<file path="config.mk">
export PLATFORM = sky130hd
export DESIGN_NAME = pipelined_adder
export DESIGN_NICKNAME = d
export VERILOG_FILES = /design/src/rtl/alu_arith_pkg.sv /design/src/rtl/fulladder.sv /design/src/rtl/ripple_chunk.sv /design/src/rtl/pipelined_adder.sv
export SDC_FILE = /design/constraint.sdc
export NUM_CORES = 1
export LEC_CHECK = 0
export ABC_AREA = 1
export ABC_CLOCK_PERIOD_IN_PS = 4400
export CORE_AREA = 2 2 133 135
export CTS_CLUSTER_SIZE = 8
export DETAILED_ROUTE_END_ITERATION = 6
export DIE_AREA = 0 0 135 137
export MAX_ROUTING_LAYER = met4
export PLACE_DENSITY = 0.85
export SLEW_MARGIN = 20
export SYNTH_ARGS = -nofsm -noshare
export SYNTH_HDL_FRONTEND = slang
export SYNTH_SLANG_ARGS = --single-unit
export TNS_END_PERCENT = 10
</file>
<file path="constraint.sdc">
create_clock -name clk_i -period 4.4 [get_ports clk_i]
set_clock_uncertainty 0.15 [all_clocks]
set_input_delay 0.88 -clock clk_i [delete_from_list [all_inputs] [get_ports clk_i]]
set_output_delay 0.88 -clock clk_i [all_outputs]
set_load 0.005 [all_outputs]
</file>
<file path="src/rtl/alu_arith_pkg.sv">
// Shared arithmetic definitions for the ALU add/subtract datapath.
// Operation encoding maps directly onto the sub_i pin of pipelined_adder.
package alu_arith_pkg;

    typedef enum logic {
        OP_ADD = 1'b0,
        OP_SUB = 1'b1
    } op_e;

    function automatic int unsigned chunk_width(input int unsigned width,
                                                input int unsigned stages);
        return width / stages;
    endfunction

endpackage

</file>
<file path="src/rtl/fulladder.sv">
// Single-bit full adder cell, the building block of the ripple chunks.
module fulladder (
    input  logic a_i,
    input  logic b_i,
    input  logic c_i,
    output logic s_o,
    output logic c_o
);

    assign s_o = a_i ^ b_i ^ c_i;
    assign c_o = (a_i & b_i) | (c_i & (a_i ^ b_i));

endmodule

</file>
<file path="src/rtl/ripple_chunk.sv">
// CHUNK-bit combinational ripple-carry adder built from a chain of full adders.
// The slice result is effectively CHUNK+1 bits wide: {c_o, s_o}.
module ripple_chunk #(
    parameter int unsigned CHUNK = 8
) (
    input  logic [CHUNK-1:0] a_i,
    input  logic [CHUNK-1:0] b_i,
    input  logic             c_i,
    output logic [CHUNK-1:0] s_o,
    output logic             c_o
);

    // Carry is kept per bit-block so the chain is never a self-dependent vector.
    for (genvar i = 0; i < CHUNK; i++) begin : g_bit
        logic w_ci;
        logic w_co;
        if (i == 0) begin : g_lsb
            assign w_ci = c_i;
        end else begin : g_link
            assign w_ci = g_bit[i-1].w_co;
        end
        fulladder u_fa (
            .a_i (a_i[i]),
            .b_i (b_i[i]),
            .c_i (w_ci),
            .s_o (s_o[i]),
            .c_o (w_co)
        );
    end

    assign c_o = g_bit[CHUNK-1].w_co;

endmodule

</file>
<file path="src/rtl/pipelined_adder.sv">
// WIDTH-bit add/subtract unit pipelined as STAGES carry-chunked ripple adders,
// with valid/ready flow control, backpressure, flush and signed overflow.
module pipelined_adder
    import alu_arith_pkg::*;
#(
    parameter int unsigned WIDTH  = 32,
    parameter int unsigned STAGES = 4
) (
    input  logic             clk_i,
    input  logic             rst_ni,
    input  logic             flush_i,
    input  logic             in_valid_i,
    output logic             in_ready_o,
    input  logic             sub_i,
    input  logic             carry_i,
    input  logic [WIDTH-1:0] a_i,
    input  logic [WIDTH-1:0] b_i,
    output logic             out_valid_o,
    input  logic             out_ready_i,
    output logic [WIDTH-1:0] sum_o,
    output logic             carry_o,
    output logic             overflow_o
);

    localparam int unsigned CHUNK = chunk_width(WIDTH, STAGES);
    localparam int unsigned LAST  = STAGES - 1;

    if (WIDTH % STAGES != 0) begin : g_width_check
        $error("pipelined_adder: WIDTH (%0d) must be a multiple of STAGES (%0d)", WIDTH, STAGES);
    end

    op_e w_op;
    assign w_op = sub_i ? OP_SUB : OP_ADD;

    logic [STAGES-1:0] r_valid;
    logic [STAGES-1:0] r_carry;
    logic [WIDTH-1:0]  r_a   [STAGES];
    logic [WIDTH-1:0]  r_b   [STAGES];
    logic [WIDTH-1:0]  r_sum [STAGES];
    logic              r_ovf;

    logic [STAGES-1:0] w_rdy;
    logic              w_vin  [STAGES];
    logic [WIDTH-1:0]  w_a    [STAGES];
    logic [WIDTH-1:0]  w_b    [STAGES];
    logic [WIDTH-1:0]  w_sum  [STAGES];
    logic              w_cin  [STAGES];
    logic              w_cout [STAGES];
    logic              w_ovf;

    // Ready propagates from the output back; an empty stage is always ready.
    always_comb begin
        w_rdy       = '0;
        w_rdy[LAST] = out_ready_i || !r_valid[LAST];
        for (int unsigned i = 1; i < STAGES; i++) begin
            w_rdy[LAST-i] = w_rdy[LAST-i+1] || !r_valid[LAST-i];
        end
    end

    assign in_ready_o = w_rdy[0] && !flush_i;

    for (genvar k = 0; k < STAGES; k++) begin : g_stage
        logic [CHUNK-1:0] w_slice;
        logic [WIDTH-1:0] w_part;
        logic [WIDTH-1:0] w_merge;

        if (k == 0) begin : g_entry
            assign w_vin[k]  = in_valid_i;
            assign w_a[k]    = a_i;
            assign w_b[k]    = (w_op == OP_SUB) ? ~b_i : b_i;
            assign w_cin[k]  = (w_op == OP_SUB) ? 1'b1 : carry_i;
            assign w_part    = '0;
        end else begin : g_link
            assign w_vin[k]  = r_valid[k-1];
            assign w_a[k]    = r_a[k-1];
            assign w_b[k]    = r_b[k-1];
            assign w_cin[k]  = r_carry[k-1];
            assign w_part    = r_sum[k-1];
        end

        ripple_chunk #(
            .CHUNK (CHUNK)
        ) u_chunk (
            .a_i (w_a[k][k*CHUNK +: CHUNK]),
            .b_i (w_b[k][k*CHUNK +: CHUNK]),
            .c_i (w_cin[k]),
            .s_o (w_slice),
            .c_o (w_cout[k])
        );

        always_comb begin
            w_merge                    = w_part;
            w_merge[k*CHUNK +: CHUNK]  = w_slice;
        end

        assign w_sum[k] = w_merge;
    end

    // The last stage completes the MSB slice, so overflow is resolved there.
    assign w_ovf = (w_a[LAST][WIDTH-1] == w_b[LAST][WIDTH-1]) &&
                   (w_sum[LAST][WIDTH-1] != w_a[LAST][WIDTH-1]);

    always_ff @(posedge clk_i or negedge rst_ni) begin
        if (!rst_ni) begin
            r_valid <= '0;
            r_carry <= '0;
            r_ovf   <= 1'b0;
            for (int unsigned i = 0; i < STAGES; i++) begin
                r_a[i]   <= '0;
                r_b[i]   <= '0;
                r_sum[i] <= '0;
            end
        end else begin
            for (int unsigned i = 0; i < STAGES; i++) begin
                if (flush_i) begin
                    r_valid[i] <= 1'b0;
                end else if (w_rdy[i]) begin
                    r_valid[i] <= w_vin[i];
                end
                if (!flush_i && w_rdy[i] && w_vin[i]) begin
                    r_a[i]     <= w_a[i];
                    r_b[i]     <= w_b[i];
                    r_sum[i]   <= w_sum[i];
                    r_carry[i] <= w_cout[i];
                end
            end
            if (!flush_i && w_rdy[LAST] && w_vin[LAST]) begin
                r_ovf <= w_ovf;
            end
        end
    end

    assign out_valid_o = r_valid[LAST];
    assign sum_o       = r_sum[LAST];
    assign carry_o     = r_carry[LAST];
    assign overflow_o  = r_ovf;

endmodule

</file>
-- After elaboration in Yosys (flattened, before gate mapping)
Cells that the tools add are included.
- reduce and logical (&&, ||, !) cells: 22
- bitwise operators: 161
- muxes and demuxes: 11
- $mul: 0
- shift operators: 0
- add/subtract/negate cells: 0
- divide/modulo/power cells: 0
- eq/ne operators: 2
- magnitude comparators: 0
- operators by type and width (kind ; count):
    AND 1 bit ; 64
    bitwise XOR 1 bit ; 64
    2-to-1 mux 32 bit ; 1
    inverter 32 bit ; 1
    OR 1 bit ; 32
    2-to-1 mux 1 bit ; 10
    logical AND 1 bit ; 9
    nonzero test 2 bit ; 4
    zero test 1 bit ; 5
    logical OR 1 bit ; 4
    equality test 1 bit ; 1
    inequality test 1 bit ; 1
- logic and storage cells: 215
- register bits after elaboration: 281
- output and inout port bits: 36
- memories kept: 0
- bits in latches: 0
- bits in writable memories: 0
- ROM bits: 0

-- Depth between registers and ports, before layout
Gate-level depths: netlist (run 1).
- depth in word-level cells: 19
- mapped depth: 15

-- By module
Synthesis (run 1) repeated with hierarchy kept, for this count alone.
- cells, all modules: 867
- area total of the unflattened synthesis: 8241.7 um2
- modules (own cells, without submodules) (module ; times used ; cells each ; sequential area each (um2) ; area an instance (um2)):
    pipelined_adder ; 1 ; 835 ; 4629.4 ; 7601.0
    fulladder ; 32 ; 1 ; 0.0 ; 20.0

-- Worst setup path before layout (run 1)
OpenSTA, ideal clock, no wires.
- path type: input -> register
- start point: input port sub_i
- end point: register r_sum, in the netlist g_stage[1].w_part[7]
- slack: -0.561 ns
- arrival time: 4.693 ns
- stages: 14
- path through: buf_2 > buf_2 > xnor2_1 > fa_1 > fa_1 > fa_1 > fa_1 > fa_1 > fa_1 > fa_1 > inv_1 > fa_1 > nand4_1 > nand2_1
- longest elaborated chain between the ends: 18
- elaborated cells on any way between the ends: 33
- RTL lines (what ; line ; RTL):
    start, declared ; pipelined_adder.sv:14 ; input logic sub_i,
    2-to-1 mux 1 bit (*) ; pipelined_adder.sv:33 ; assign w_op = sub_i ? OP_SUB : OP_ADD;
    2-to-1 mux 32 bit ; pipelined_adder.sv:70 ; assign w_b[k] = (w_op == OP_SUB) ? ~b_i : b_i;
    bitwise XOR 1 bit ; fulladder.sv:11 ; assign c_o = (a_i & b_i) | (c_i & (a_i ^ b_i));
    AND 1 bit ; fulladder.sv:11 ;
    OR 1 bit ; fulladder.sv:11 ;
    AND 1 bit ; fulladder.sv:11 ;
    OR 1 bit ; fulladder.sv:11 ;
    AND 1 bit ; fulladder.sv:11 ;
    (+3 left out) ; - ;
    AND 1 bit ; fulladder.sv:11 ;
    OR 1 bit ; fulladder.sv:11 ;
    AND 1 bit ; fulladder.sv:11 ;
    OR 1 bit ; fulladder.sv:11 ;
    AND 1 bit ; fulladder.sv:11 ;
    OR 1 bit ; fulladder.sv:11 ;
    bitwise XOR 1 bit (*) ; fulladder.sv:10 ; assign s_o = a_i ^ b_i ^ c_i;
    named net g_stage[0].u_chunk.g_bit[7].u_fa.s_o ; fulladder.sv:6 ; output logic s_o,
    end signal, assigned by index ; pipelined_adder.sv:123 ; r_sum[i] <= w_sum[i];
    end, declared ; pipelined_adder.sv:39 ; logic [WIDTH-1:0] r_sum [STAGES];
Mark *: on every way through the listed nets, which the timed path passes. The rest lies on a longest branch.
A chain may end at the register's enable or synchronous reset.

-- Worst setup path after layout (run 1)
- start point: register r_carry[1]
- end point: register r_sum, in the netlist g_stage[3].w_part[23]
- longest elaborated chain between the ends: 15
- RTL lines (what ; line ; RTL):
    start, declared ; pipelined_adder.sv:36 ; logic [STAGES-1:0] r_carry;
    start signal, assigned by index ; pipelined_adder.sv:124 ; r_carry[i] <= w_cout[i];
    AND 1 bit ; fulladder.sv:11 ;
    OR 1 bit ; fulladder.sv:11 ;
    AND 1 bit ; fulladder.sv:11 ;
    OR 1 bit ; fulladder.sv:11 ;
    AND 1 bit ; fulladder.sv:11 ;
    OR 1 bit ; fulladder.sv:11 ;
    AND 1 bit ; fulladder.sv:11 ;
    OR 1 bit ; fulladder.sv:11 ;
    AND 1 bit ; fulladder.sv:11 ;
    OR 1 bit ; fulladder.sv:11 ;
    AND 1 bit ; fulladder.sv:11 ;
    OR 1 bit ; fulladder.sv:11 ;
    AND 1 bit ; fulladder.sv:11 ;
    OR 1 bit ; fulladder.sv:11 ;
    bitwise XOR 1 bit ; fulladder.sv:10 ;
No other way between the ends.

==> impl_metrics.toml, run 1 <==
[clock_tree]
tritoncts = "done"
clkLatencyLatePin_ps = 420
clock-sinks = 185
cts_made_buffers = 17
htreeDepth = 4
clk_pin_slew_ps = 70
cts_setup_buffers = 0
cts_root_buf = "clkbuf_16"
cts_max_path_buffers = 2

[final_layout]
post-route-cell-area_um2 = 10200
drive_above_1_share_pct = 7.40
area_growth_pct = 22.2
instances_no_fill = 1212
diodes = 0
final_nets = 1080

[synthesis]
syn_area_um2 = 8340
synth_top_cell_by_area = "dfrtp_1"
syn_nets = 996
synth.top_cell.area_share_pct = 55.5
ys_seq_area_share_pct = 55.5
synth.distinct_cells = 22
synth_seq_cells = 185
yosys_warnings = 0
synth.area.top_cells = "dfrtp_1, nand2_1, fa_1"
avgSynthCellArea_um2 = 9.34
synthCells = 892

[floorplan]
initial_core_util_pct = 48.9
die-area_um2 = 18500
fp-row-count = 48
core_um2 = 17100
pin_count = 107
fp.dieW_um = 135
chipHeight_um = 137

[timing]
hold_viol = 0
min_period_ps = 4280
setup_ws_ps = 125
slew_headroom_pct = 42.1
maxSlewViolCount = 0
fmax_mhz = 234
worstMarginPinSlew_ps = 869
setup_viol = 0
finalCritPeriodShare_pct = 97.2

[power]
net-switching-power_mw = 1.41
power.share.sequential_pct = 47.8
combPwrFrac_pct = 21.5
p_clk_share_pct = 30.6
sw_frac_of_total_pct = 28.6
power_leakage_nw = 5.08
p_int_mw = 3.51
cellPowerDensity_nw_per_um2 = 483
peakVddDrop_v = 0.000291

[job]
drv_cap = 0

[setup_path]
worstReg2RegStart = "r_carry[1]"
cp_cell_sequence = "inv_1 -> fa_1 -> inv_1 -> fa_1 -> fa_2 -> fa_1 -> fa_1 -> fa_1 -> fa_1 -> inv_1 -> fa_1 -> o21ai_1"
worst_ep_required_time_ps = 4600
slowest_delay_ps = 480
path_common_cell = "fa_1"
reg2reg_depth = 12
crit_path_top_delay_cell = "fa_1"
arrival_ps = 4470
crit_start = "r_carry[1]"
cp-start-kind = "flip-flop"
worst-r2r-setup-slack_ps = 120
endpoint = "g_stage[3].w_part[23]"
critPathBufInv = 3
cp-end-kind = "flip-flop"
r2r_end = "g_stage[3].w_part[23]"
critPathKind = "flip-flop to flip-flop"
cp_max_fo = 2
cp.depth = 12
crit_family = "adder cells"

[global_routing]
grt_start_max_net_pins = 112
grt_pass1_vias = 5847
grt_pass1_wl_mm = 28.7
grt_use_total_pct = 20.1
antenna_found_initial = 0
grt_overflow = 0

[detailed_routing]
drt_wl_total_mm = 17.4
drt_iter0_drc = 480
drtAntennaViolNets = 0
detail_route.wl_per_cell_um = 14.3
drtPass1Iterations = 5
vias = 6000
drc = 0
viasPerCell = 4.95

[placed_design]
io_buffers = 106
dp.cells = 1182
dp_slack_ps = -497
hpwlAfterDp_mm = 11.4
place.gp.congestion = 0.781
place_area_um2 = 9540

[outcome]
status = "finished, final reports clean"

[worst_hold_path]
holdCritPathClass = "flip-flop to flip-flop"
tightest hold or removal path: cells and delay by family, from the launching register on:
family / cells / cell delay [ps]
AND/OR/NAND/NOR: 2 / 90
flip-flops: 1 / 340
metrics by stage:
stage	hold slack (ps)	total power, mW	util, %	TNS, ps
2_1_floorplan	292	2.88	-	-216
3_3_place_gp	304	3.33	55.9	-614
3_5_place_dp	308	3.40	55.9	-938
4_1_cts	322	4.93	59.6	-21.0
5_1_grt	332	5.21	59.7	-17.8
6_report	319	4.92	59.7	0
layout make-up:
class	count	area, um2
flip-flops and latches	185	4630
clock inverters	9	118
inverters	121	454
clock buffers	21	470
multi-input cells	533	3060
well taps	225	282
repair buffers	118	1170
fillers	1393	6870
worst min-delay path by stage:
stage	startpoint	endpoint	slack, ps	cells past startpoint
2_1_floorplan	g_stage[1].w_part[0]	g_stage[1].w_part[0]	290	2
3_3_place_gp	r_a[115]	r_a[115]	300	2
3_5_place_dp	g_stage[3].w_part[17]	sum_o[17]	310	2
4_1_cts	g_stage[3].w_part[6]	sum_o[6]	320	2
5_1_grt	r_a[111]	r_a[111]	330	2
6_report	sum_o[17]	sum_o[17]	320	2
sequential cells by signal, indices dropped and copies added (netlist names):
| name | flops |
|---|---|
| sum_o | 32 |
| r_valid | 4 |
| r_a | 48 |
| g_stage.w_part | 48 |
| overflow_o | 1 |
| r_b | 48 |
| r_carry | 4 |
cell families (layout without fill, tap and decap cells):
group,count (synthesis),count (layout),synth area share [%]
flip-flops,185,185,55.5
buffers and inverters,174,269,8.57
adder cells (fa/ha/maj),33,33,7.84
XOR/XNOR,32,32,3.36
AO/OA/AOI/OAI,96,96,5.76
AND/OR/NAND/NOR,372,372,18.9
timing repair:
| action | CTS | global route |
|---|---|---|
| pin swaps | 11 | 6 |
| resized for setup | 19 | 8 |
| hold buffers | 0 | 0 |
| hold endpoints to repair | 0 | 0 |
| endpoints found under the setup margin | 2 | 5 |
synth_stat cells (all sizes together):
master and instances:
xnor2 7, inv 121, nand3 5, a21oi 4
clkbuf 10, ha 1, nand2 297, nand4 58
nor2 11, fa 32, nor3 1, xor2 25
buf 43, o21ai 92, dfrtp 185
power groups by stage:
stage	clock (mW)	sequential, mW	combinational (mW)
5_1_grt	1.58	2.40	1.23
6_report	1.51	2.35	1.06
3_5_place_dp	0	2.37	1.03
2_1_floorplan	0	2.32	0.564
3_3_place_gp	0	2.35	0.985
4_1_cts	1.52	2.35	1.07
cells in the final DEF, fill, tap and decap left out, drive strengths merged:
master,instances
nand2,297
dfrtp,185
inv,122
clkdlybuf4s50,100
o21ai,92
nand4,58
fa,32
xor2,25
clkbuf,22
buf,15
nor2,11
xnor2,7
nand3,5
a21oi,4
clkinvlp,3
clkinv,3
bufinv,2
dlygate4sd2,2
nor3,1
ha,1
routing by layer:
metal	wire, um	GRT usage (%)	part of all wire [%]
met5	0	-	0
met4	218	5.32	1.3
met3	823	3.85	4.7
met2	8730	32.5	50
met1	7610	26.4	44
Note: power is estimated with default switching activity, not from simulation.
==> run 2, diff against run 1 <==
- SKIP_CTS_REPAIR_TIMING: unset -> 1
==> impl_metrics.toml, run 2 (synthesized netlist as in run 1, its figures left out) <==
[floorplan]
initial_core_util_pct = 48.9
die-area_um2 = 18500
fp-row-count = 48
pin_count = 107
core_um2 = 17100
fp.dieW_um = 135
chipHeight_um = 137

[timing]
maxSlewViolCount = 0
hold_viol = 0
finalCritPeriodShare_pct = 100
holdWs_ps = 319
setup_viol = 0
slew_headroom_pct = 42.2
rsz0062_at_grt = "true"
setup_ws_ps = 0.117
tns_ps = 0
worstMarginPinSlew_ps = 868
fmax_mhz = 227
min_period_ps = 4400

[detailed_routing]
drtPass1Iterations = 5
drt_iter0_drc = 536
drt_wl_total_mm = 17.1
detail_route.wl_per_cell_um = 14.1
viasPerCell = 4.97
drtAntennaViolNets = 0
vias = 6021
drc = 0

[setup_path]
cp_cell_sequence = "buf_8 -> xnor2_4 -> fa_2 -> fa_2 -> fa_2 -> fa_2 -> fa_2 -> fa_2 -> fa_2 -> inv_2 -> fa_1 -> nand4_1 -> nand2_1"
slowest_delay_ps = 420
cp-end-kind = "flip-flop"
arrival_ps = 4560
crit_family = "adder cells"
worst_ep_required_time_ps = 4560
crit_path_top_delay_cell = "fa_2"
critPathKind = "input pin to flip-flop"
cp-start-kind = "input pin"
path_common_cell = "fa_2"
critPathBufInv = 2
cp_max_fo = 1

[final_layout]
area.sequential_um2 = 4630
drive_above_1_share_pct = 7.19
area_growth_pct = 22.2
fill_cells = 1396
diodes = 0
multi_input_area_um2 = 3060
layout_commonest_cell = "nand2_1"
final_nets = 1080
layout_common_cells = "nand2_1, dfrtp_1, inv_1"

[power]
power_leakage_nw = 5.10
peakVddDrop_v = 0.000285
cellPowerDensity_nw_per_um2 = 481

[placed_design]
io_buffers = 106
dp_slack_ps = -497
place.gp.congestion = 0.781
hpwlAfterDp_mm = 11.4

[clock_tree]
clock-sinks = 185
clkLatencyLatePin_ps = 420
cts_root_buf = "clkbuf_16"
cts_max_path_buffers = 2
cts_made_buffers = 17
tritoncts = "done"
clk_pin_slew_ps = 60
htreeDepth = 4

[global_routing]
grt_pass1_vias = 5849
antenna_found_initial = 0
grt_use_total_pct = 20.1
grt_start_max_net_pins = 112
grt_overflow = 0
grt_pass1_wl_mm = 28.7

[outcome]
status = "finished, final reports clean"

[worst_hold_path]
holdCritPathClass = "flip-flop to flip-flop"

[job]
drv_cap = 0
[run 2: cell types whose count changed in the layout (fill, tap and decap cells not counted)]
cell,change
inv_2,-1
dlygate4sd2_1,-2
dlymetal6s2s_1,+2
fa_2,-1
inv_1,+1
fa_1,+1
[run 2: final cells by class]
type | instances | share of cell area (%)
Tap cell | 225 | 2.76
Timing Repair Buffer | 118 | 11.6
Sequential cell | 185 | 45.4
Multi-Input combinational cell | 533 | 30.0
Clock inverter | 9 | 1.15
Inverter | 121 | 4.46
Clock buffer | 21 | 4.62
[run 2: worst reg2reg max path: stages, from the launching register on]
cell and delay [ps]:
dfrtp_1 390, inv_1 80, fa_1 160, inv_1 50, fa_1 450, fa_2 420
fa_1 450, fa_1 470, fa_1 470, fa_1 420, inv_1 90, fa_1 400
o21ai_1 150
[run 2: path summary, 6_finish.rpt]
kind                            start                    end  slack, ps  cells after the start
hold reg to reg             sum_o[17]              sum_o[17]        320                      2
min in group asynchronous      rst_ni   g_stage[2].w_part[5]        420                      1
setup reg to reg           r_carry[1]  g_stage[3].w_part[23]        160                     12
setup / recovery               b_i[0]   g_stage[1].w_part[7]        0.1                     13
max in group asynchronous      rst_ni  g_stage[3].w_part[23]       2790                      2
hold / removal              sum_o[17]              sum_o[17]        320                      2
[run 2: report_power, final]
part | total [mW] | switching, mW | internal (mW)
sequential | 2.35 | 0.246 | 2.10
combinational | 1.05 | 0.524 | 0.524
clock | 1.50 | 0.622 | 0.880
total | 4.90 | 1.39 | 3.51
[run 2: metal layers]
metal / global-route usage (%) / share of wire (%)
met1: 26.4 / 44
met2: 32.6 / 50
met3: 3.81 / 4.8
met4: 5.32 / 0.98
met5: - / 0
[run 2: stage by stage]
stage	power (mW)	instance area, um2	instances	util, %
after floorplan	2.88	8360	892	-
after global placement	3.33	9540	1182	55.9
after detailed placement	3.40	9540	1182	55.9
after CTS	4.93	10100	1212	59.4
after global routing	5.20	10200	1212	59.7
final	4.90	10200	1212	59.7
==> run 3, diff against run 2 <==
- CORE_AREA: 2 2 133 135 -> 3 3 134 136
- DIE_AREA: 0 0 135 137 -> 0 0 137 139
- SLEW_MARGIN: 20 -> 0
==> impl_metrics.toml, run 3 (synthesized netlist as in run 1, its figures left out) <==
[timing]
hold_viol = 0
tns_ps = -36.5
maxSlewViolCount = 0
slew_headroom_pct = 61.9
setup_ws_ps = -36.5
worstMarginPinSlew_ps = 572
holdWs_ps = 278
fmax_mhz = 225
finalCritPeriodShare_pct = 101
rsz0062_at_grt = "true"
setup_viol = 1
min_period_ps = 4440

[setup_path]
critPathKind = "input pin to flip-flop"
arrival_ps = 4600
critPathBufInv = 2
worst_ep_required_time_ps = 4560
path_common_cell = "fa_2"
crit_path_top_delay_cell = "fa_2"
cp_max_fo = 1
cp_cell_sequence = "buf_8 -> xnor2_4 -> fa_2 -> fa_2 -> fa_2 -> fa_2 -> fa_2 -> fa_2 -> fa_2 -> inv_2 -> fa_1 -> nand4_1 -> nand2_1"
crit_family = "adder cells"
cp-end-kind = "flip-flop"
cp-start-kind = "input pin"
slowest_delay_ps = 420

[placed_design]
dp.cells = 1182
io_buffers = 106
dp_slack_ps = -534
place.gp.congestion = 0.785
place_area_um2 = 9550
hpwlAfterDp_mm = 11.9

[clock_tree]
cts_root_buf = "clkbuf_16"
clk_pin_slew_ps = 70
clkLatencyLatePin_ps = 430
cts_made_buffers = 17
tritoncts = "done"
cts_max_path_buffers = 2
clock-sinks = 185
htreeDepth = 4

[outcome]
violations = "negative setup slack"
status = "complete, but fails checks"

[detailed_routing]
vias = 6080
drt_iter0_drc = 563
drt_wl_total_mm = 17.5
drc = 0
drtAntennaViolNets = 0
drtPass1Iterations = 5
detail_route.wl_per_cell_um = 14.4
viasPerCell = 5.00

[floorplan]
core_um2 = 17100
pin_count = 107
die-area_um2 = 19000
initial_core_util_pct = 48.9
chipHeight_um = 139
fp-row-count = 48
fp.dieW_um = 137

[global_routing]
antenna_found_initial = 0
grt_start_max_net_pins = 82
grt_pass1_wl_mm = 29.5
grt_use_total_pct = 19.8
grt_pass1_vias = 6042
grt_overflow = 0

[final_layout]
fill_cells = 1352
diodes = 0
post-route-cell-area_um2 = 10200
area_growth_pct = 22.2
layout_commonest_cell = "nand2_1"
drive_above_1_share_pct = 7.88
instances_no_fill = 1215
final_util_pct = 59.7
layout_common_cells = "nand2_1, dfrtp_1, inv_1"
final_nets = 1081

[worst_hold_path]
holdCritPathClass = "input pin to async pin"

[power]
p_total_mw = 4.88
peakVddDrop_v = 0.000388
power_leakage_nw = 5.10
cellPowerDensity_nw_per_um2 = 479

[job]
drv_cap = 0
## run 3: final timing paths
check                      depth (start not counted)  startpoint                     to  slack, ps
max                                               13      b_i[0]   g_stage[1].w_part[7]        -40
min                                                1      rst_ni              sum_o[16]        280
max reg2reg                                       12     r_a[80]  g_stage[3].w_part[23]        170
min reg2reg                                        2   sum_o[10]              sum_o[10]        320
max in group asynchronous                          2      rst_ni   g_stage[3].w_part[6]       2880
min in group clk_i                                 2   sum_o[10]              sum_o[10]        320
## run 3: report_power, final
| group | internal (mW) | switching, mW |
|---|---|---|
| sequential | 2.10 | 0.255 |
| clock | 0.790 | 0.669 |
| combinational | 0.532 | 0.532 |
## run 3: final cells by class
type	count	area, um2	share of cell area (%)
flip-flops and latches	185	4630	45.4
multi-input cells	533	3060	30.1
repair buffers	119	1190	11.7
inverters	121	454	4.46
clock buffers	17	425	4.18
well taps	225	282	2.76
clock inverters	15	140	1.38
## run 3: metal layers
metal  wire, um  track usage, %  share of wire, %
met3        837            3.12               4.8
met2       8690            31.1                50
met1       7630            26.7                44
met5          0               -                 0
met4        315            6.25               1.8
## run 3: worst reg2reg max path: stages, from the launching register on
cell     delay, ps
dfrtp_1        390
inv_1           80
fa_1           190
inv_1           60
fa_1           450
fa_2           410
fa_2           430
fa_2           410
fa_1           450
fa_1           440
inv_1          100
fa_1           410
o21ai_0        170
